## src/rtl/fetch_unit.sv

```systemverilog
// Instruction-fetch stage: owns the PC, drives the IM port and
// fills the IF/ID register with stall, flush, halt and fault handling.
module fetch_unit #(
  parameter logic [15:0] RESET_PC  = 16'h0000,
  parameter int          IM_DEPTH  = 1024,
  parameter logic [15:0] NOP_INSTR = 16'h0000,
  parameter logic [3:0]  HLT_OP    = 4'hF
) (
  input  logic        clk,
  input  logic        rst_n,
  input  logic        stall_IF,
  input  logic        flush,
  input  logic [15:0] br_tgt,
  input  logic [15:0] instr_IM,
  output logic [15:0] addr,
  output logic        rd_en,
  output logic [15:0] instr_ID,
  output logic [15:0] pc_ID,
  output logic        valid_ID,
  output logic        halted,
  output logic        fault
);

  typedef enum logic [1:0] {
    RUN   = 2'd0,
    HALT  = 2'd1,
    FAULT = 2'd2
  } state_t;

  localparam logic [16:0] DEPTH = 17'(IM_DEPTH);

  state_t      state;
  state_t      state_nxt;
  logic [15:0] pc;
  logic        in_range;
  logic        is_hlt;
  logic        running;

  assign in_range = ({1'b0, pc} < DEPTH);
  assign is_hlt   = (instr_IM[15:12] == HLT_OP);
  assign running  = (state == RUN);

  assign addr   = pc;
  assign rd_en  = rst_n & running & in_range;
  assign halted = (state == HALT);
  assign fault  = (state == FAULT);

  // Control FSM state register.
  always_ff @(posedge clk) begin
    if (!rst_n) begin
      state <= RUN;
    end else begin
      state <= state_nxt;
    end
  end

  // Next state: a redirect always resumes fetching.
  always_comb begin
    state_nxt = state;
    if (flush) begin
      state_nxt = RUN;
    end else begin
      unique case (state)
        RUN: begin
          if (!in_range) begin
            state_nxt = FAULT;
          end else if (!stall_IF && is_hlt) begin
            state_nxt = HALT;
          end
        end
        HALT:    state_nxt = HALT;
        FAULT:   state_nxt = FAULT;
        default: state_nxt = RUN;
      endcase
    end
  end

  // PC and IF/ID register; a bubble is injected whenever not fetching.
  always_ff @(posedge clk) begin
    if (!rst_n) begin
      pc       <= RESET_PC;
      instr_ID <= NOP_INSTR;
      pc_ID    <= 16'h0000;
      valid_ID <= 1'b0;
    end else if (flush) begin
      pc       <= br_tgt;
      instr_ID <= NOP_INSTR;
      valid_ID <= 1'b0;
    end else if (!running || !in_range) begin
      instr_ID <= NOP_INSTR;
      valid_ID <= 1'b0;
    end else if (!stall_IF) begin
      pc       <= pc + 16'd1;
      instr_ID <= instr_IM;
      pc_ID    <= pc + 16'd1;
      valid_ID <= 1'b1;
    end
  end

endmodule

```

## config.mk

```make
export PLATFORM = sky130hd
export DESIGN_NAME = fetch_unit
export DESIGN_NICKNAME = d
export VERILOG_FILES = /design/src/rtl/fetch_unit.sv
export SDC_FILE = /design/constraint.sdc
export NUM_CORES = 1
export LEC_CHECK = 0
export ABC_AREA = 1
export ABC_CLOCK_PERIOD_IN_PS = 2000
export CAP_MARGIN = 20
export CORE_AREA = 5 5 93 95
export CTS_BUF_LIST = sky130_fd_sc_hd__clkbuf_4
export CTS_CLUSTER_DIAMETER = 120
export CTS_CLUSTER_SIZE = 24
export DETAILED_ROUTE_END_ITERATION = 16
export DIE_AREA = 0 0 98 100
export GPL_TIMING_DRIVEN = 0
export PLACE_DENSITY = 0.59
export SLEW_MARGIN = 10
export SYNTH_ARGS = -nofsm -noshare
export SYNTH_HDL_FRONTEND = slang
export SYNTH_SLANG_ARGS = --single-unit
```

## constraint.sdc

```tcl
create_clock -name clk -period 2 [get_ports clk]
set_clock_uncertainty 0.15 [all_clocks]
set_input_delay 0.4 -clock clk [delete_from_list [all_inputs] [get_ports clk]]
set_output_delay 0.4 -clock clk [all_outputs]
set_load 0.02 [all_outputs]
```

Word level (Yosys, flattened, before mapping)

Cells that the tools add are included.

Register bits: 51
Input port bits: 36
Output and inout bits: 52
Word-level logic and storage cells: 35

Add/subtract/negate cells: 1
$lt $le $gt $ge: 1
Equal/unequal tests: 6
Mux-type cells: 6
Bitwise gates (word level): 6
Reduce and logical (&&, ||, !) cells: 10

Operator list:

| operator                                                                        | count |
|---|---|
| 16-bit two-way mux                                                              | 3 |
| 16-bit by 1-bit adder with 16-bit output (second input constant)                | 1 |
| 16-bit by 11-bit less-than comparator with 1-bit output (second input constant) | 1 |
| 2-bit one-hot mux with 3 select lines                                           | 1 |
| 4-bit == test (second input constant)                                           | 1 |
| 2-bit two-way mux                                                               | 2 |
| 1-bit NOT                                                                       | 4 |
| 1-bit zero test                                                                 | 3 |
| 3-bit by 2-bit inequality test with 1-bit output (second input constant)        | 1 |
| 3-bit AND reduction                                                             | 1 |
| 3-bit OR reduction                                                              | 1 |
| 1-bit AND                                                                       | 2 |
| 2-bit by 1-bit == test with 1-bit output (second input constant)                | 1 |
| 2-bit == test (second input constant)                                           | 1 |
| 2-bit zero test                                                                 | 1 |
| 2-bit by 1-bit inequality test with 1-bit output (second input constant)        | 1 |
| 2-bit inequality test (second input constant)                                   | 1 |
| 2-bit AND reduction                                                             | 1 |
| 2-bit OR reduction                                                              | 1 |
| 1-bit logical AND                                                               | 1 |
| 1-bit logical OR                                                                | 1 |

Logic depth before layout (Yosys ltp)

Gate-level depths: netlist (run 1).

Word-level depth: 5
Mapped depth: 10
Gate-level depth less buffers: 10

Least setup slack after synthesis (run 1)

Ideal clock, no wire load.

Path type: reg2out
Start point: register pc[10], in the netlist addr[10]
End point: output port rd_en
Data arrival time: 1.132 ns
Required time: 1.450 ns
Setup slack: 0.318 ns
Stages on the path, launching flop included: 4
Cell sequence: dfxtp_1 nor2_2 nand3_2 nor3_1

Longest elaborated chain between the ends: 2

RTL lines:

| element                                                 | line | text |
|---|---|---|
| start, declared                                         | 34   | `logic [15:0] pc;` |
| start signal, assigned                                  | 86   | `pc <= br_tgt;` |
| start signal, assigned                                  | 93   | `pc <= pc + 16'd1;` |
| 16-bit by 11-bit less-than comparator with 1-bit output | 39   | `assign in_range = ({1'b0, pc} < DEPTH);` |
| 1-bit AND                                               | 44   | `assign rd_en = rst_n & running & in_range;` |
| end, declared                                           | 16   | `output logic rd_en,` |

No other way between the ends.

Final worst setup path (run 1)

Start point: register pc[15], in the netlist addr[15]
End point: output port addr[15]

RTL lines:

| element       | line | text |
|---|---|---|
| end, declared | 15   | `output logic [15:0] addr,` |

No word-level cell between the ends.

==> implementation parameters, run 1 <==
Parameter                              Value

Run status
  Outcome ... complete, no violations

Setup path
  CP max-delay cell ... sky130_fd_sc_hd__clkdlybuf4s50_1
  CP max stage delay ... 630 ps
  Type of the setup path with the least slack ... flop to primary output
  Category of the worst setup path capture point ... primary output
  Worst Setup Start Kind ... flop
  Buf+Inv Stages, Crit Path ... 1
  Cell Chain, Critical Path ... clkdlybuf4s50_1
  CP arrival ... 1390 ps
  Required time of the critical path ... 1450 ps
  Cell family contributing the most delay on the critical path ... buffers and inverters
  Peak fanout along the critical path ... 3

Cells and area
  Area delta synth->final ... 46.6%
  Layout Cells excl Fill ... 516
  Antenna Diode Count ... 0
  Most frequent standard cell in the layout excluding fill and tap cells ... sky130_fd_sc_hd__nand2_1
  Share of post-route cells with drive strength above 1 ... 7.25%
  Most frequent cells in the layout ... sky130_fd_sc_hd__nand2_1 (112), sky130_fd_sc_hd__clkdlybuf4s50_1 (69), sky130_fd_sc_hd__dfxtp_1 (51)
  Net count of the finished layout ... 450
  Final instance area ... 3250 sq um
  Final core utilization ... 42.5%

CTS
  Number of buffers added to fix hold violations after cts ... 0
  Count of H-tree levels built during CTS ... 2
  CTS tree ... yes
  Clock transition at path regs ... 140 ps
  Bufs on Longest Clock Path ... 2
  Number of sinks driven by the clock tree ... 51
  Number of clock buffers inserted by TritonCTS ... 5
  Setup fix buffers added after clock tree synthesis ... 0
  Worst-Skew Late Latency ... 370 ps
  Root cell of the clock tree ... sky130_fd_sc_hd__clkbuf_4

GRT
  GR Layer Usage met3 ... 4.03%
  Residual overflow from global routing ... 0
  Number of global-route vias before repair ... 2172
  Global routing's busiest layer ... met2
  Initial antenna violation count ... 0
  Aggregate global-route resource usage ... 13.3%
  Largest net degree at the start of global routing ... 15
  Global-route wire length before repair ... 10700 microns
  Met2 GRT Util ... 21.9%
  Met1 global-route usage ... 17.3%

Die
  Number of top-level pins ... 88
  Core Region ... 7650 sq um
  Width of the die ... 98 microns
  Num rows ... 32
  Die height ... 100 microns
  Die Footprint ... 9800 sq um
  Starting utilization of the core area ... 29.0%

STA
  Peak clock frequency supported by timing ... 515 MHz
  Slew of the pin with the lowest slew margin ... 536 ps
  Setup repair after global routing missed its margin ... no
  Minimum period implied by the final worst setup slack ... 1940 ps
  Final hold violation count ... 0
  Worst slew slack as a fraction of its limit ... 64.3%
  Finish-stage setup viols ... 0
  WHS ... 204 ps
  Crit share post-route ... 97.1%
  Count of pins over their slew limit ... 0

Pwr
  Standby leakage power ... 1.36 nW
  Comb pwr share ... 19.1%
  Switching power share of the total ... 28.6%
  Total design power ... 0.00193 W
  Cell Int Power ... 0.00138 W
  Power spent charging and discharging nets ... 0.000551 W
  Peak supply drop ... 199 uV
  Total power divided by cell area ... 593 nW/um^2
  Proportion of power drawn by the clock network ... 24.8%
  Share of power burned in registers ... 56.1%

Routing
  Starting DRC count in detailed routing ... 65
  Via count ... 2287
  1st-pass router iterations ... 4
  Total routed wirelength ... 6570 microns
  Routed len/inst ... 12.7 microns
  DRC Markers ... 0
  Post-DR vias/cell ... 4.43
  Number of antenna-violating nets in the routed design ... 0

Placed design
  Total placed instance area ... 3200 sq um
  Count of buffers from port buffering ... 85
  Final HPWL DP ... 5010 microns
  Cells after DPL ... 508
  GP Congestion ... 0.806

Logic synthesis
  Number of synthesis warnings ... 0
  Synthesized instance count ... 321
  Netlist cell types ... 24
  Flip-flop and latch count after synthesis ... 51
  Avg Synthesized Cell Area ... 6.91 sq um
  Post-Syn Area ... 2220 sq um
  Part of the Yosys area used for sequential elements ... 46.0%
  Number of nets produced by synthesis ... 358

Job
  Number of max-capacitance violations reported ... 0

Min path
  Worst hold-check path type ... input pin to flop
power groups by stage:
stage | sequential [W] | combinational (W) | clock, W
2_1_floorplan | 0.00113 | 0.000165 | 0
3_3_place_gp | 0.00110 | 0.000379 | 0
3_5_place_dp | 0.00111 | 0.000381 | 0
4_1_cts | 0.00108 | 0.000372 | 0.000506
5_1_grt | 0.00109 | 0.000408 | 0.000538
6_report | 0.00108 | 0.000368 | 0.000478
metrics by stage:
step	setup WS [ps]	setup TNS, ps
after detailed placement	-449	-449
after global routing	2.45	0
final	58.2	0
after CTS	0.878	0
after global placement	-453	-453
after floorplan	318	0
Yosys cell counts:
| library cell | count | area share [%] |
|---|---|---|
| sky130_fd_sc_hd__inv_2 | 3 | 0.51 |
| sky130_fd_sc_hd__nand3b_1 | 3 | 1.0 |
| sky130_fd_sc_hd__nor2_1 | 38 | 6.4 |
| sky130_fd_sc_hd__nand3_2 | 2 | 0.90 |
| sky130_fd_sc_hd__nand3_4 | 1 | 0.79 |
| sky130_fd_sc_hd__inv_1 | 22 | 3.7 |
| sky130_fd_sc_hd__xnor2_1 | 2 | 0.79 |
| sky130_fd_sc_hd__nor2_4 | 1 | 0.51 |
| sky130_fd_sc_hd__nor2_2 | 3 | 0.85 |
| sky130_fd_sc_hd__clkbuf_1 | 6 | 1.0 |
| sky130_fd_sc_hd__buf_2 | 7 | 1.6 |
| sky130_fd_sc_hd__nor3_1 | 2 | 0.45 |
| sky130_fd_sc_hd__ha_1 | 1 | 0.56 |
| sky130_fd_sc_hd__o21bai_1 | 2 | 0.68 |
| sky130_fd_sc_hd__nand2_1 | 112 | 19 |
| sky130_fd_sc_hd__a21oi_1 | 38 | 8.6 |
| sky130_fd_sc_hd__dfxtp_1 | 51 | 46 |
| sky130_fd_sc_hd__nand3_1 | 20 | 4.5 |
| sky130_fd_sc_hd__o21ai_0 | 2 | 0.45 |
| sky130_fd_sc_hd__o22ai_1 | 1 | 0.28 |
| sky130_fd_sc_hd__a31oi_1 | 1 | 0.28 |
| sky130_fd_sc_hd__xor2_1 | 1 | 0.39 |
| sky130_fd_sc_hd__buf_6 | 1 | 0.51 |
| sky130_fd_sc_hd__nand2_2 | 1 | 0.28 |
layout make-up:
class                   count  area, sq um
plain buffers              14         68.8
clock buffers               7         52.6
clock inverters             1         5.00
fillers                   817         4390
inverters                  25         93.8
multi-input cells         231         1040
flip-flops and latches     51         1020
well taps                 102          128
repair buffers             85          841
worst paths after layout:
path	from	to	slack [ps]	cells after the start
setup reg to reg	addr[1]	addr[8]	320	10
setup / recovery	addr[15]	addr[15]	60	1
hold reg to reg	pc_ID[12]	pc_ID[12]	300	2
hold / removal	stall_IF	instr_ID[1]	200	3
kinds of logic after synthesis:
family                     Yosys count  synth area share, %
xor gates and xnor gates             3                 1.18
adders and majority gates            1                0.564
DFF                                 51                 46.0
AOI/OAI and AO/OA                   44                 10.3
and+or+nand+nor                    183                 34.7
buffers and inverters               39                 7.33
sequential cells by signal (all words and copies together) (netlist names):
| signal | cells |
|---|---|
| pc_ID | 16 |
| state | 2 |
| addr | 16 |
| valid_ID | 1 |
| instr_ID | 16 |
per-layer routing:
layer  up-vias  share of wire [%]
met1      1022                 49
met4         0               0.84
li1       1193                  -
met3         5                6.1
met2        67                 44
met5         -                  0
timing repair:
| item | in CTS | in global routing |
|---|---|---|
| resized for setup | 18 | 5 |
| pin swaps | 0 | 1 |
| endpoints found under the setup margin | 13 | 4 |
Note: power is estimated with default switching activity, not from simulation.
==> run 2, diff against run 1 <==
- CELL_PAD_IN_SITES_DETAIL_PLACEMENT: default -> 0
- CELL_PAD_IN_SITES_GLOBAL_PLACEMENT: default -> 1
- PLACE_DENSITY: 0.59 -> 0.8
==> implementation parameters, run 2 (same netlist as run 1, synthesis figures left out) <==
Parameter                              Value

Run status
  Outcome ... complete, no violations

Routing
  Starting DRC count in detailed routing ... 87 (+34%)
  Number of antenna-violating nets in the routed design ... 0 (unchanged)
  Routed len/inst ... 12.5 microns (-2.0%)
  1st-pass router iterations ... 4 (unchanged)
  Via count ... 2296 (+0.39%)
  Total routed wirelength ... 6440 microns (-2.0%)
  DRC Markers ... 0 (unchanged)
  Post-DR vias/cell ... 4.45 (+0.39%)

Cells and area
  Net count of the finished layout ... 450 (unchanged)
  Share of post-route cells with drive strength above 1 ... 7.25% (unchanged)
  Sequential cell area ... 1020 sq um (+0.12%)
  Multi-input combinational cell area ... 1040 sq um (unchanged)
  Area delta synth->final ... 47.4%
  Most frequent standard cell in the layout excluding fill and tap cells ... sky130_fd_sc_hd__nand2_1
  Antenna Diode Count ... 0 (unchanged)
  Number of filler cells placed in the layout ... 812 (-0.61%)
  Most frequent cells in the layout ... sky130_fd_sc_hd__nand2_1 (112), sky130_fd_sc_hd__clkdlybuf4s50_1 (69), sky130_fd_sc_hd__dfxtp_1 (50)

STA
  Finish-stage setup viols ... 0 (unchanged)
  Setup repair after global routing missed its margin ... yes
  Crit share post-route ... 96.4% (-0.70 points)
  Setup total negative slack ... 0 ps (unchanged)
  Count of pins over their slew limit ... 0 (unchanged)
  Minimum period implied by the final worst setup slack ... 1930 ps (-14.0 ps)
  Final hold violation count ... 0 (unchanged)
  Slew of the pin with the lowest slew margin ... 556 ps (+20.3 ps)
  Peak clock frequency supported by timing ... 519 MHz (+0.72%)
  Worst slew slack as a fraction of its limit ... 62.9% (-1.4 points)

Setup path
  Setup slack of the most critical reg-to-reg path ... 320 ps (about the same)
  Startpoint of the worst register-to-register path ... addr[0]
  Type of the setup path with the least slack ... input pin to primary output
  Cell Chain, Critical Path ... clkdlybuf4s50_1 > inv_1 > nor3_2 > buf_2
  Peak fanout along the critical path ... 6 (+3)
  Cell count of the worst reg-to-reg path ... 10 (unchanged)
  Reg2Reg Capture Point ... addr[8]
  CP arrival ... 1380 ps (about the same)
  Worst Setup Start Kind ... input pin
  CP max-delay cell ... sky130_fd_sc_hd__clkdlybuf4s50_1
  CP max stage delay ... 490 ps (-140 ps)
  Launching instance or port of the critical path ... rst_n
  Required time of the critical path ... 1450 ps (about the same)
  Category of the worst setup path capture point ... primary output

GRT
  Number of global-route vias before repair ... 2277 (+4.8%)
  Largest net degree at the start of global routing ... 16 (+1)
  Residual overflow from global routing ... 0 (unchanged)
  Initial antenna violation count ... 0 (unchanged)
  Aggregate global-route resource usage ... 13.5% (+0.20 points)
  Global-route wire length before repair ... 10900 microns (+1.6%)

CTS
  Worst-Skew Late Latency ... 370 ps (about the same)
  Bufs on Longest Clock Path ... 2 (unchanged)
  Root cell of the clock tree ... sky130_fd_sc_hd__clkbuf_4
  Setup fix buffers added after clock tree synthesis ... 0 (unchanged)
  Clock transition at path regs ... 130 ps (about the same)
  Count of H-tree levels built during CTS ... 2 (unchanged)
  CTS tree ... yes
  Number of clock buffers inserted by TritonCTS ... 5 (unchanged)
  Number of sinks driven by the clock tree ... 51 (unchanged)

Placed design
  Count of buffers from port buffering ... 85 (unchanged)
  GP Congestion ... 0.828 (+2.8%)
  Final HPWL DP ... 4960 microns (-0.89%)

Die
  Die height ... 100 microns (unchanged)
  Width of the die ... 98 microns (unchanged)
  Die Footprint ... 9800 sq um (unchanged)
  Num rows ... 32 (unchanged)
  Number of top-level pins ... 88 (unchanged)
  Core Region ... 7650 sq um (unchanged)
  Starting utilization of the core area ... 29.0% (unchanged)

Min path
  Hold Crit Depth ... 3 (unchanged)
  Worst hold endpoint ... instr_ID[0]
  Worst hold-check path type ... input pin to flop
  Worst Min Path Start ... stall_IF

Pwr
  Standby leakage power ... 1.37 nW (+0.71%)
  Peak supply drop ... 364 uV (+83%)
  Total power divided by cell area ... 619 nW/um^2 (+4.3%)
  Total design power ... 0.00202 W (+4.9%)

Job
  Number of max-capacitance violations reported ... 0 (unchanged)
run 2: how the worst max path moves through the flow:
stage                   end  cells past startpoint  slack, ps
floorplan             rd_en                      3        320
global placement      rd_en                      4       -440
detailed placement    rd_en                      4       -430
CTS                 addr[1]                      1          5
global route          rd_en                      4         -3
finish                rd_en                      4         70
run 2: power by group:
group | internal [W] | switching, W
logic | 0.000163 | 0.000203
registers | 0.00105 | 0.0000325
clock network | 0.000258 | 0.000318
run 2: area by class of cell:
cell class                 instances  area share (%)
timing repair buffer              85            25.6
inverter                          25            2.87
sequential                        51            31.3
clock buffer                       5            1.15
buffer                            14            2.10
multi-input combinational        231            31.9
tap                              102            3.90
clock inverter                     3            1.19
run 2: metal layers:
metal	track usage (%)	part of all wire (%)
met1	16.9	47
met2	22.5	44
met3	3.89	7.0
met4	4.05	1.8
met5	0	0
run 2: critical path, delay by kind of cell:
family	cells	cell delay (ps)
simple gates	1	190
buf+inv	3	790
run 2: timing repair:
action                     4_1_cts  5_1_grt
gates resized for setup         18        5
setup endpoints to repair       13        4
hold endpoints to repair         0        0
hold buffers                     0        0
run 2: metrics by stage:
step | util [%] | cells | setup WS, ps | cell area (sq um) | hold WS, ps
2_1_floorplan | - | 321 | 318 | 2220 | 314
3_3_place_gp | 41.8 | 508 | -437 | 3200 | 277
3_5_place_dp | 41.8 | 508 | -425 | 3200 | 279
4_1_cts | 42.6 | 516 | 5.25 | 3260 | 188
5_1_grt | 42.8 | 516 | -2.99 | 3270 | 208
6_report | 42.8 | 516 | 72.1 | 3270 | 213
==> run 3, diff against run 2 <==
- SETUP_SLACK_MARGIN: default -> 0.15
==> implementation parameters, run 3 (same netlist as run 1, synthesis figures left out) <==
Parameter                              Value

Routing
  Starting DRC count in detailed routing ... 77 (-11%)
  Total routed wirelength ... 6510 microns (+1.0%)
  Routed len/inst ... 12.5 microns (+0.23%)
  1st-pass router iterations ... 4 (unchanged)
  DRC Markers ... 0 (unchanged)
  Post-DR vias/cell ... 4.44 (-0.16%)
  Number of antenna-violating nets in the routed design ... 0 (unchanged)
  Via count ... 2310 (+0.61%)

Die
  Starting utilization of the core area ... 29.0% (unchanged)
  Die height ... 100 microns (unchanged)
  Die Footprint ... 9800 sq um (unchanged)
  Num rows ... 32 (unchanged)
  Width of the die ... 98 microns (unchanged)
  Number of top-level pins ... 88 (unchanged)
  Core Region ... 7650 sq um (unchanged)

CTS
  Number of buffers added to fix hold violations after cts ... 0 (unchanged)
  Root cell of the clock tree ... sky130_fd_sc_hd__clkbuf_4
  Count of H-tree levels built during CTS ... 2 (unchanged)
  Number of clock buffers inserted by TritonCTS ... 5 (unchanged)
  Bufs on Longest Clock Path ... 2 (unchanged)
  Clock transition at path regs ... 130 ps (about the same)
  CTS tree ... yes
  Worst-Skew Late Latency ... 370 ps (about the same)
  Number of sinks driven by the clock tree ... 51 (unchanged)

Min path
  Worst hold-check path type ... input pin to flop

STA
  Final hold violation count ... 0 (unchanged)
  Final worst slack ... 133 ps (+60.6 ps)
  Setup repair after global routing missed its margin ... yes
  Finish-stage setup viols ... 0 (unchanged)
  Count of pins over their slew limit ... 0 (unchanged)
  Minimum period implied by the final worst setup slack ... 1870 ps (-60.6 ps)
  Crit share post-route ... 93.4% (-3.0 points)
  Worst slew slack as a fraction of its limit ... 62.7% (-0.28 points)
  WHS ... 217 ps (+3.79 ps)
  Peak clock frequency supported by timing ... 536 MHz (+3.2%)
  Slew of the pin with the lowest slew margin ... 560 ps (+4.16 ps)

Placed design
  Placement Setup Slack ... -425 ps (unchanged)
  Count of buffers from port buffering ... 85 (unchanged)
  Final HPWL DP ... 4960 microns (unchanged)
  GP Congestion ... 0.828 (unchanged)

GRT
  Residual overflow from global routing ... 0 (unchanged)
  Largest net degree at the start of global routing ... 16 (unchanged)
  Global-route wire length before repair ... 10800 microns (-0.38%)
  Aggregate global-route resource usage ... 13.4% (-0.059 points)
  Number of global-route vias before repair ... 2277 (unchanged)
  Initial antenna violation count ... 0 (unchanged)

Cells and area
  Net count of the finished layout ... 454 (+0.89%)
  Most frequent cells in the layout ... sky130_fd_sc_hd__nand2_1 (112), sky130_fd_sc_hd__dlygate4sd2_1 (49), sky130_fd_sc_hd__dfxtp_1 (46)
  Most frequent standard cell in the layout excluding fill and tap cells ... sky130_fd_sc_hd__nand2_1
  Antenna Diode Count ... 0 (unchanged)
  Share of post-route cells with drive strength above 1 ... 9.81% (+2.6 points)
  Area delta synth->final ... 47.8%

Pwr
  Total power divided by cell area ... 617 nW/um^2 (-0.21%)
  Peak supply drop ... 362 uV (-0.54%)
  Standby leakage power ... 1.52 nW (+11%)
  Total design power ... 0.00203 W (about the same)

Job
  Number of max-capacitance violations reported ... 0 (unchanged)

Setup path
  Type of the setup path with the least slack ... input pin to primary output
  Cell Chain, Critical Path ... clkdlybuf4s50_1 > inv_2 > nor3_2 > buf_4
  Cell family contributing the most delay on the critical path ... buffers and inverters
  Peak fanout along the critical path ... 4 (-2)
  CP max stage delay ... 510 ps (+20 ps)
  Category of the worst setup path capture point ... primary output
  Worst Setup Start Kind ... input pin
  CP max-delay cell ... sky130_fd_sc_hd__clkdlybuf4s50_1
  Buf+Inv Stages, Crit Path ... 3 (unchanged)
  Setup slack of the most critical reg-to-reg path ... 360 ps (+40 ps)
  Required time of the critical path ... 1450 ps (about the same)
  CP arrival ... 1320 ps (-60 ps)

Run status
  Outcome ... complete, no violations
## run 3: worst paths after layout
kind              from     endpoint  cells after the start
max              rst_n        rd_en                      4
max reg2reg   addr[10]      addr[0]                      8
min           stall_IF  instr_ID[0]                      3
min reg2reg  pc_ID[15]    pc_ID[15]                      2
## run 3: area by class of cell
type / count / area, sq um
fill: 832 / 4370
multi-input combinational: 231 / 1070
sequential: 51 / 1030
timing repair buffer: 89 / 818
tap: 102 / 128
inverter: 25 / 93.8
buffer: 14 / 68.8
clock inverter: 3 / 38.8
clock buffer: 5 / 37.5
## run 3: stage by stage
step                setup TNS, ps  instance area [sq um]  instances  utilization, %
floorplan                       0                   2220        321               -
global placement             -437                   3200        508            41.8
detailed placement           -425                   3200        508            41.8
CTS                             0                   3220        516            42.1
global route                    0                   3280        520            42.9
finish                          0                   3280        520            42.9
## run 3: worst reg2reg max path, delay by kind of cell (launching register included)
kind | cells | cell delay, ps
flops | 1 | 390
buf+inv | 2 | 320
compound gates | 1 | 180
simple gates | 5 | 490
## run 3: what timing repair did
action                     CTS  global route
pin swaps                    0             2
hold endpoints to repair     0             0
setup endpoints to repair   52             7
gates resized for setup     63            11
setup buffers                0             4
cloned                       0             0
## run 3: routing by layer
| layer | track usage (%) | routed length [microns] | up-vias |
|---|---|---|---|
| met1 | 16.9 | 3120 | 1024 |
| met3 | 3.61 | 391 | 10 |
| met5 | 0 | 0 | - |
| met4 | 4.05 | 114 | 0 |
| li1 | - | - | 1201 |
| met2 | 22.5 | 2890 | 75 |
## run 3: where the power goes
group | switching [W] | leakage, nW | internal (W) | total, W
Combinational | 0.000206 | 1.06 | 0.000163 | 0.000369
Sequential | 0.0000346 | 0.417 | 0.00105 | 0.00108
Clock | 0.000315 | 0.0426 | 0.000258 | 0.000573
